**src/rtl/eee_stream_hsmooth_if.sv**
```systemverilog
// Avalon-ST beat bundle: 24-bit data with valid/ready and packet delimiters.
// The sink side of a block uses the slave modport, the source side the master modport.
interface eee_stream_hsmooth_if;
  logic [23:0] data;
  logic        valid;
  logic        ready;
  logic        sop;
  logic        eop;

  modport master (output data, output valid, output sop, output eop, input ready);
  modport slave  (input data, input valid, input sop, input eop, output ready);
endinterface

```
**src/rtl/eee_stream_hsmooth.sv**
```systemverilog
// Horizontal [1 2 1]/4 smoothing of R, G and B on an Avalon-ST video stream.
// Control packets, and video packets received with enable low, pass through unchanged.
module eee_stream_hsmooth #(
  parameter logic [10:0] IMAGE_W = 11'd640
) (
  input  logic                        clk,
  input  logic                        reset_n,
  input  logic                        enable,
  eee_stream_hsmooth_if.slave         sink,
  eee_stream_hsmooth_if.master        source
);

  typedef enum logic [1:0] {StIdle, StPass, StVideo, StFlush} state_e;

  state_e      r_state, w_state_d;
  logic        r_src_valid, r_src_sop, r_src_eop;
  logic [23:0] r_src_data;
  logic [23:0] r_prev, r_held;
  logic        r_held_valid, r_held_col0;
  logic [10:0] r_x;

  logic        w_out_free, w_accept;
  logic        w_emit, w_out_sop, w_out_eop;
  logic [23:0] w_out_data, w_left, w_right;
  logic        w_restart, w_pixel, w_flush;

  // Per channel (L + 2C + R + 2) >> 2; the 10-bit sum never exceeds 1022.
  function automatic logic [23:0] smooth(input logic [23:0] l, input logic [23:0] c,
                                         input logic [23:0] r);
    logic [23:0] res;
    logic [9:0]  sum;
    res = '0;
    for (int ch = 0; ch < 3; ch++) begin
      sum = {2'b00, l[8*ch +: 8]} + {1'b0, c[8*ch +: 8], 1'b0} + {2'b00, r[8*ch +: 8]} + 10'd2;
      res[8*ch +: 8] = sum[9:2];
    end
    return res;
  endfunction

  assign w_out_free = ~r_src_valid | source.ready;
  assign sink.ready = w_out_free & (r_state != StFlush);
  assign w_accept   = sink.valid & sink.ready;

  // Row edges replicate the centre pixel; r_x == 0 means held closed its row.
  assign w_left  = r_held_col0 ? r_held : r_prev;
  assign w_right = (r_x == 11'd0) ? r_held : sink.data;

  always_comb begin
    w_state_d  = r_state;
    w_emit     = 1'b0;
    w_out_data = sink.data;
    w_out_sop  = 1'b0;
    w_out_eop  = sink.eop;
    w_restart  = 1'b0;
    w_pixel    = 1'b0;
    w_flush    = 1'b0;
    unique case (r_state)
      StIdle: w_restart = w_accept & sink.sop;
      StPass: begin
        if (w_accept) begin
          if (sink.sop) begin
            w_restart = 1'b1;
          end else begin
            w_emit = 1'b1;
            if (sink.eop) w_state_d = StIdle;
          end
        end
      end
      StVideo: begin
        if (w_accept) begin
          if (sink.sop) begin
            w_restart = 1'b1;
          end else begin
            w_pixel    = 1'b1;
            w_emit     = r_held_valid;
            w_out_data = smooth(w_left, r_held, w_right);
            w_out_eop  = 1'b0;
            if (sink.eop) w_state_d = StFlush;
          end
        end
      end
      StFlush: begin
        if (w_out_free) begin
          w_flush    = 1'b1;
          w_emit     = 1'b1;
          w_out_data = smooth(w_left, r_held, r_held);
          w_out_eop  = 1'b1;
          w_state_d  = StIdle;
        end
      end
      default: w_state_d = StIdle;
    endcase
    // A sop beat always starts a fresh packet, abandoning any unfinished one.
    if (w_restart) begin
      w_emit     = 1'b1;
      w_out_data = sink.data;
      w_out_sop  = 1'b1;
      w_out_eop  = sink.eop;
      if (sink.eop) begin
        w_state_d = StIdle;
      end else if ((sink.data[3:0] == 4'h0) && enable) begin
        w_state_d = StVideo;
      end else begin
        w_state_d = StPass;
      end
    end
  end

  always_ff @(posedge clk or negedge reset_n) begin
    if (!reset_n) begin
      r_state      <= StIdle;
      r_src_valid  <= 1'b0;
      r_src_data   <= '0;
      r_src_sop    <= 1'b0;
      r_src_eop    <= 1'b0;
      r_prev       <= '0;
      r_held       <= '0;
      r_held_valid <= 1'b0;
      r_held_col0  <= 1'b0;
      r_x          <= '0;
    end else begin
      r_state <= w_state_d;
      if (w_out_free) begin
        r_src_valid <= w_emit;
        if (w_emit) begin
          r_src_data <= w_out_data;
          r_src_sop  <= w_out_sop;
          r_src_eop  <= w_out_eop;
        end
      end
      if (w_restart) begin
        r_held_valid <= 1'b0;
        r_x          <= '0;
      end else if (w_pixel) begin
        r_prev       <= r_held;
        r_held       <= sink.data;
        r_held_valid <= 1'b1;
        r_held_col0  <= (r_x == 11'd0);
        r_x          <= (r_x == IMAGE_W - 11'd1) ? 11'd0 : r_x + 11'd1;
      end else if (w_flush) begin
        r_held_valid <= 1'b0;
      end
    end
  end

  assign source.valid = r_src_valid;
  assign source.data  = r_src_data;
  assign source.sop   = r_src_sop;
  assign source.eop   = r_src_eop;

endmodule

```
**src/flat_wrapper.sv**
```systemverilog
// flat-port wrapper written by rule: the top's interface ports become plain ports
module eee_stream_hsmooth_flat 
#(
  parameter logic [10:0] IMAGE_W = 11'd640
)
  (clk, reset_n, enable, sink_data, sink_valid, sink_sop, sink_eop, sink_ready, source_data, source_valid, source_sop, source_eop, source_ready);
  eee_stream_hsmooth_if sink_i ();
  eee_stream_hsmooth_if source_i ();
  input  logic clk;
  input  logic reset_n;
  input  logic enable;
  input wire logic [$bits(sink_i.data)-1:0] sink_data;
  input wire logic [$bits(sink_i.valid)-1:0] sink_valid;
  input wire logic [$bits(sink_i.sop)-1:0] sink_sop;
  input wire logic [$bits(sink_i.eop)-1:0] sink_eop;
  output wire logic [$bits(sink_i.ready)-1:0] sink_ready;
  output wire logic [$bits(source_i.data)-1:0] source_data;
  output wire logic [$bits(source_i.valid)-1:0] source_valid;
  output wire logic [$bits(source_i.sop)-1:0] source_sop;
  output wire logic [$bits(source_i.eop)-1:0] source_eop;
  input wire logic [$bits(source_i.ready)-1:0] source_ready;
  assign sink_i.data = sink_data;
  assign sink_i.valid = sink_valid;
  assign sink_i.sop = sink_sop;
  assign sink_i.eop = sink_eop;
  assign sink_ready = sink_i.ready;
  assign source_data = source_i.data;
  assign source_valid = source_i.valid;
  assign source_sop = source_i.sop;
  assign source_eop = source_i.eop;
  assign source_i.ready = source_ready;
  eee_stream_hsmooth #(.IMAGE_W(IMAGE_W)) u_core (.clk(clk), .reset_n(reset_n), .enable(enable), .sink(sink_i), .source(source_i));
endmodule
```
**config.mk**
```make
export PLATFORM = sky130hd
export DESIGN_NAME = eee_stream_hsmooth_flat
export DESIGN_NICKNAME = d
export VERILOG_FILES = /design/src/rtl/eee_stream_hsmooth_if.sv /design/src/rtl/eee_stream_hsmooth.sv /design/src/flat_wrapper.sv
export SDC_FILE = /design/constraint.sdc
export NUM_CORES = 1
export LEC_CHECK = 0
export CAP_MARGIN = 5
export CELL_PAD_IN_SITES_DETAIL_PLACEMENT = 1
export CELL_PAD_IN_SITES_GLOBAL_PLACEMENT = 2
export CORE_ASPECT_RATIO = 1.25
export CORE_MARGIN = 2
export CORE_UTILIZATION = 37
export DETAILED_ROUTE_END_ITERATION = 10
export GPL_TIMING_DRIVEN = 0
export PLACE_DENSITY = 0.8
export SLEW_MARGIN = 20
export SYNTH_ARGS = -nofsm -noshare
export SYNTH_HDL_FRONTEND = slang
export SYNTH_SLANG_ARGS = --single-unit
```
**constraint.sdc**
```tcl
create_clock -name clk -period 5.7 [get_ports clk]
set_input_delay 0.57 -clock clk [delete_from_list [all_inputs] [get_ports clk]]
set_output_delay 0.57 -clock clk [all_outputs]
set_load 0.05 [all_outputs]
```
==> key figures, run 1 <==
Yosys
  – EDFF count, synth: 0
  – Top FF cell, synth: dfrtp_1
  – Cells after synthesis: about 1000
  – Syn_area_per_cell: ~8.2 um^2
  – YS warnings: 0
  – Netlist cell types: 64
  – FF+latch count, synth: 90
  – Register area share after synthesis: a little over a quarter
  – Syn Std Cell Area: approximately 8200 um^2
  – Fraction of registers with async set/reset: between 90% and 100%
  – Syn nets: between 1000 and 1500

Critical path
  – Worst Setup SP: u_core.r_held_col0
  – R2R cell count: 18
  – CP arrival: around 5400 ps
  – Reg2Reg Setup Slack: 570 ps
  – Max FO, Critical Path: 10
  – RR Startpoint: u_core.r_held_col0
  – Reg2reg end: u_core.source.data[22]
  – Startpoint class of the critical path: register
  – Worst EP required: about 6000 ps
  – Crit path to: u_core.source.data[22]
  – Critical Path End Type: register
  – CP Class: reg -> reg

Timing
  – Worst-Margin Slew: between 900 and 1000 ps
  – Clk_skew: around 15 ps
  – Setup Viol. Count Final: 0
  – Hold violation count in the final report: 0
  – Max Slew Vio Count: 0
  – Max-slew headroom: about a third
  – RSZ-0062 raised after global routing: false
  – Total negative slack: 0 ps
  – Fmax: 195 MHz
  – Crit share post-route: between 80% and 90%
  – Tmin final: roughly 5100 ps

Global route
  – Largest net degree at the start of global routing: between 50 and 60
  – GRT Total Usage: around a quarter
  – Vias in the first global route: 7759
  – First-pass GRT wire length: 45000 um
  – Congestion Overflow GR: 0
  – Initial antenna violation count: 0

Layout
  – Finished Core Util: a little over two fifths
  – Layout cells sized above 1: roughly 6.2%
  – Area growth from synthesis to layout: 15.5%
  – NumNets Final: approximately 1200
  – Most common cell after layout, fill and taps aside: nand2_1
  – Most frequent cells in the layout: 232 x nand2_1, 112 x ha_1, 90 x dfrtp_1
  – # diodes: 0

Placed design
  – Gp weighted congestion: just under 0.9
  – Buffers on Ports: between 50 and 60
  – DPL Wire Length: around 22000 um

Clock network
  – Root buf cell: clkbuf_16
  – CTS resizes: 0
  – CTS tree: yes
  – Later-pin clock latency in the skew report: around 380 ps
  – Maximum clock path buffer count: 2
  – H-tree levels: 3
  – Clk slew on worst S/H paths: about 80 ps
  – Post-CTS setup buffer count: 0
  – Cts bufs inserted: 9
  – CTS Sinks: 90
  – Hold-fix buffers at CTS: 0

Floorplanning
  – Chip height: about 170 um
  – Io pins: 59
  – DIE AREA: ~23000 um^2
  – Initial cell density of the core: 37.9%
  – FP Rows: 60
  – Chip width: around 140 um
  – Core ar.: 21700 um^2

Status
  – Status: finished, final reports clean

Route
  – Remaining DRCs: 0
  – Via count: 7665
  – Routed vias/inst: approximately 5.6
  – ANT nets after route: 0
  – Wire length per cell: around 21 um
  – Total length of routed wires: 28900 um
  – Initial DRC count: 393
  – DRT Pass-1 Iters: 5

Job
  – Max-cap violations: 0

Min path
  – Hold crit path type: in -> async
-- critical path, stage by stage, from the launching register on --
cell and delay (ps):
dfrtp_1 320, buf_2 260, buf_1 630, mux2_2 420, ha_1 210, fa_1 440, a211oi_1 350, nor2_1 120
o21a_1 180, nor2_1 100, xnor2_1 190, ha_1 300, ha_1 400, o2111ai_1 140, nor2_1 90, a2111oi_4 340
xnor2_1 100, a221oi_1 300, o22ai_1 120
-- state kept, by name, summed over array words and instances (netlist names) --
name	flops
u_core.r_held	24
u_core.source.eop	1
u_core.source.valid	1
u_core.r_state	2
u_core.r_held_col0	1
u_core.r_x	11
u_core.source.sop	1
u_core.r_held_valid	1
u_core.r_prev	24
u_core.source.data	24
-- synthesized netlist by cell type, drive strengths merged, types with 9 or more instances --
| cell type | instances | share of area, % |
|---|---|---|
| nand2 | 233 | 11 |
| ha | 112 | 17 |
| dfrtp | 90 | 27 |
| nor2 | 74 | 3.4 |
| o21ai | 73 | 4.5 |
| a21oi | 58 | 3.5 |
| inv | 30 | 1.4 |
| xor2 | 25 | 2.7 |
| xnor2 | 22 | 2.3 |
| mux2 | 21 | 2.9 |
| buf | 20 | 1.1 |
| o21a | 17 | 1.6 |
| a21o | 16 | 1.5 |
| clkbuf | 16 | 0.73 |
| nor3 | 16 | 1.2 |
| a211oi | 15 | 1.4 |
| nand2b | 15 | 1.1 |
| and3 | 14 | 1.1 |
| nand3 | 14 | 0.91 |
| nor2b | 11 | 0.84 |
| a221oi | 9 | 0.96 |
| fa | 9 | 2.2 |
| o22ai | 9 | 0.69 |
-- worst min-delay path by stage --
| stage | end | slack [ps] | cells past startpoint |
|---|---|---|---|
| 6_report | u_core.source.data[22] | 90 | 1 |
| 5_1_grt | u_core.source.data[22] | 120 | 1 |
| 4_1_cts | u_core.source.data[22] | 110 | 1 |
| 3_5_place_dp | u_core.r_prev[4] | 460 | 2 |
| 3_3_place_gp | u_core.r_prev[19] | 460 | 2 |
| 2_1_floorplan | u_core.r_held[0] | 270 | 0 |
-- cell type report --
class                   count  area [um^2]
plain buffers              36          150
clock buffers               9          225
clock inverters             7         82.6
fillers                  2624        12200
inverters                  31          116
multi-input cells         846         5700
flip-flops and latches     90         2250
well taps                 279          349
repair buffers             59          609
-- logic make-up after synthesis --
group | count (synthesis) | synth area share (%)
simple gates | 400 | 21.4
compound gates | 250 | 19.9
fa+ha+maj | 121 | 19.2
flops | 90 | 27.4
buf+inv | 67 | 3.24
xor+xnor | 47 | 5.01
mux | 28 | 3.73
-- per-stage QoR --
stage	worst slack [ps]	hold slack [ps]	cell area [um^2]	std cells
6_report	573	86.7	9490	1357
5_1_grt	208	116	9490	1357
4_1_cts	546	107	9490	1357
3_5_place_dp	575	464	9180	1341
3_3_place_gp	222	456	9150	1340
2_1_floorplan	1470	274	8220	1003
-- metal layers --
layer	wire length, um	up-vias	global-route usage (%)
li1	-	3699	-
met1	12800	3817	32.5
met2	14500	121	45.3
met3	957	28	3.85
met4	606	0	6.99
met5	0	-	0
Power of run 1 is left out: the tool's default activity adds up to more than one toggle a clock period on the data nets, which glitch-free logic cannot reach.
==> run 2, diff against run 1 <==
Settings changed: CAP_MARGIN 5 to default.
==> results of run 2 <==
The final DEF is identical to that of run 1; final timing and power are the same.
Power of run 2 is left out for the same reason.
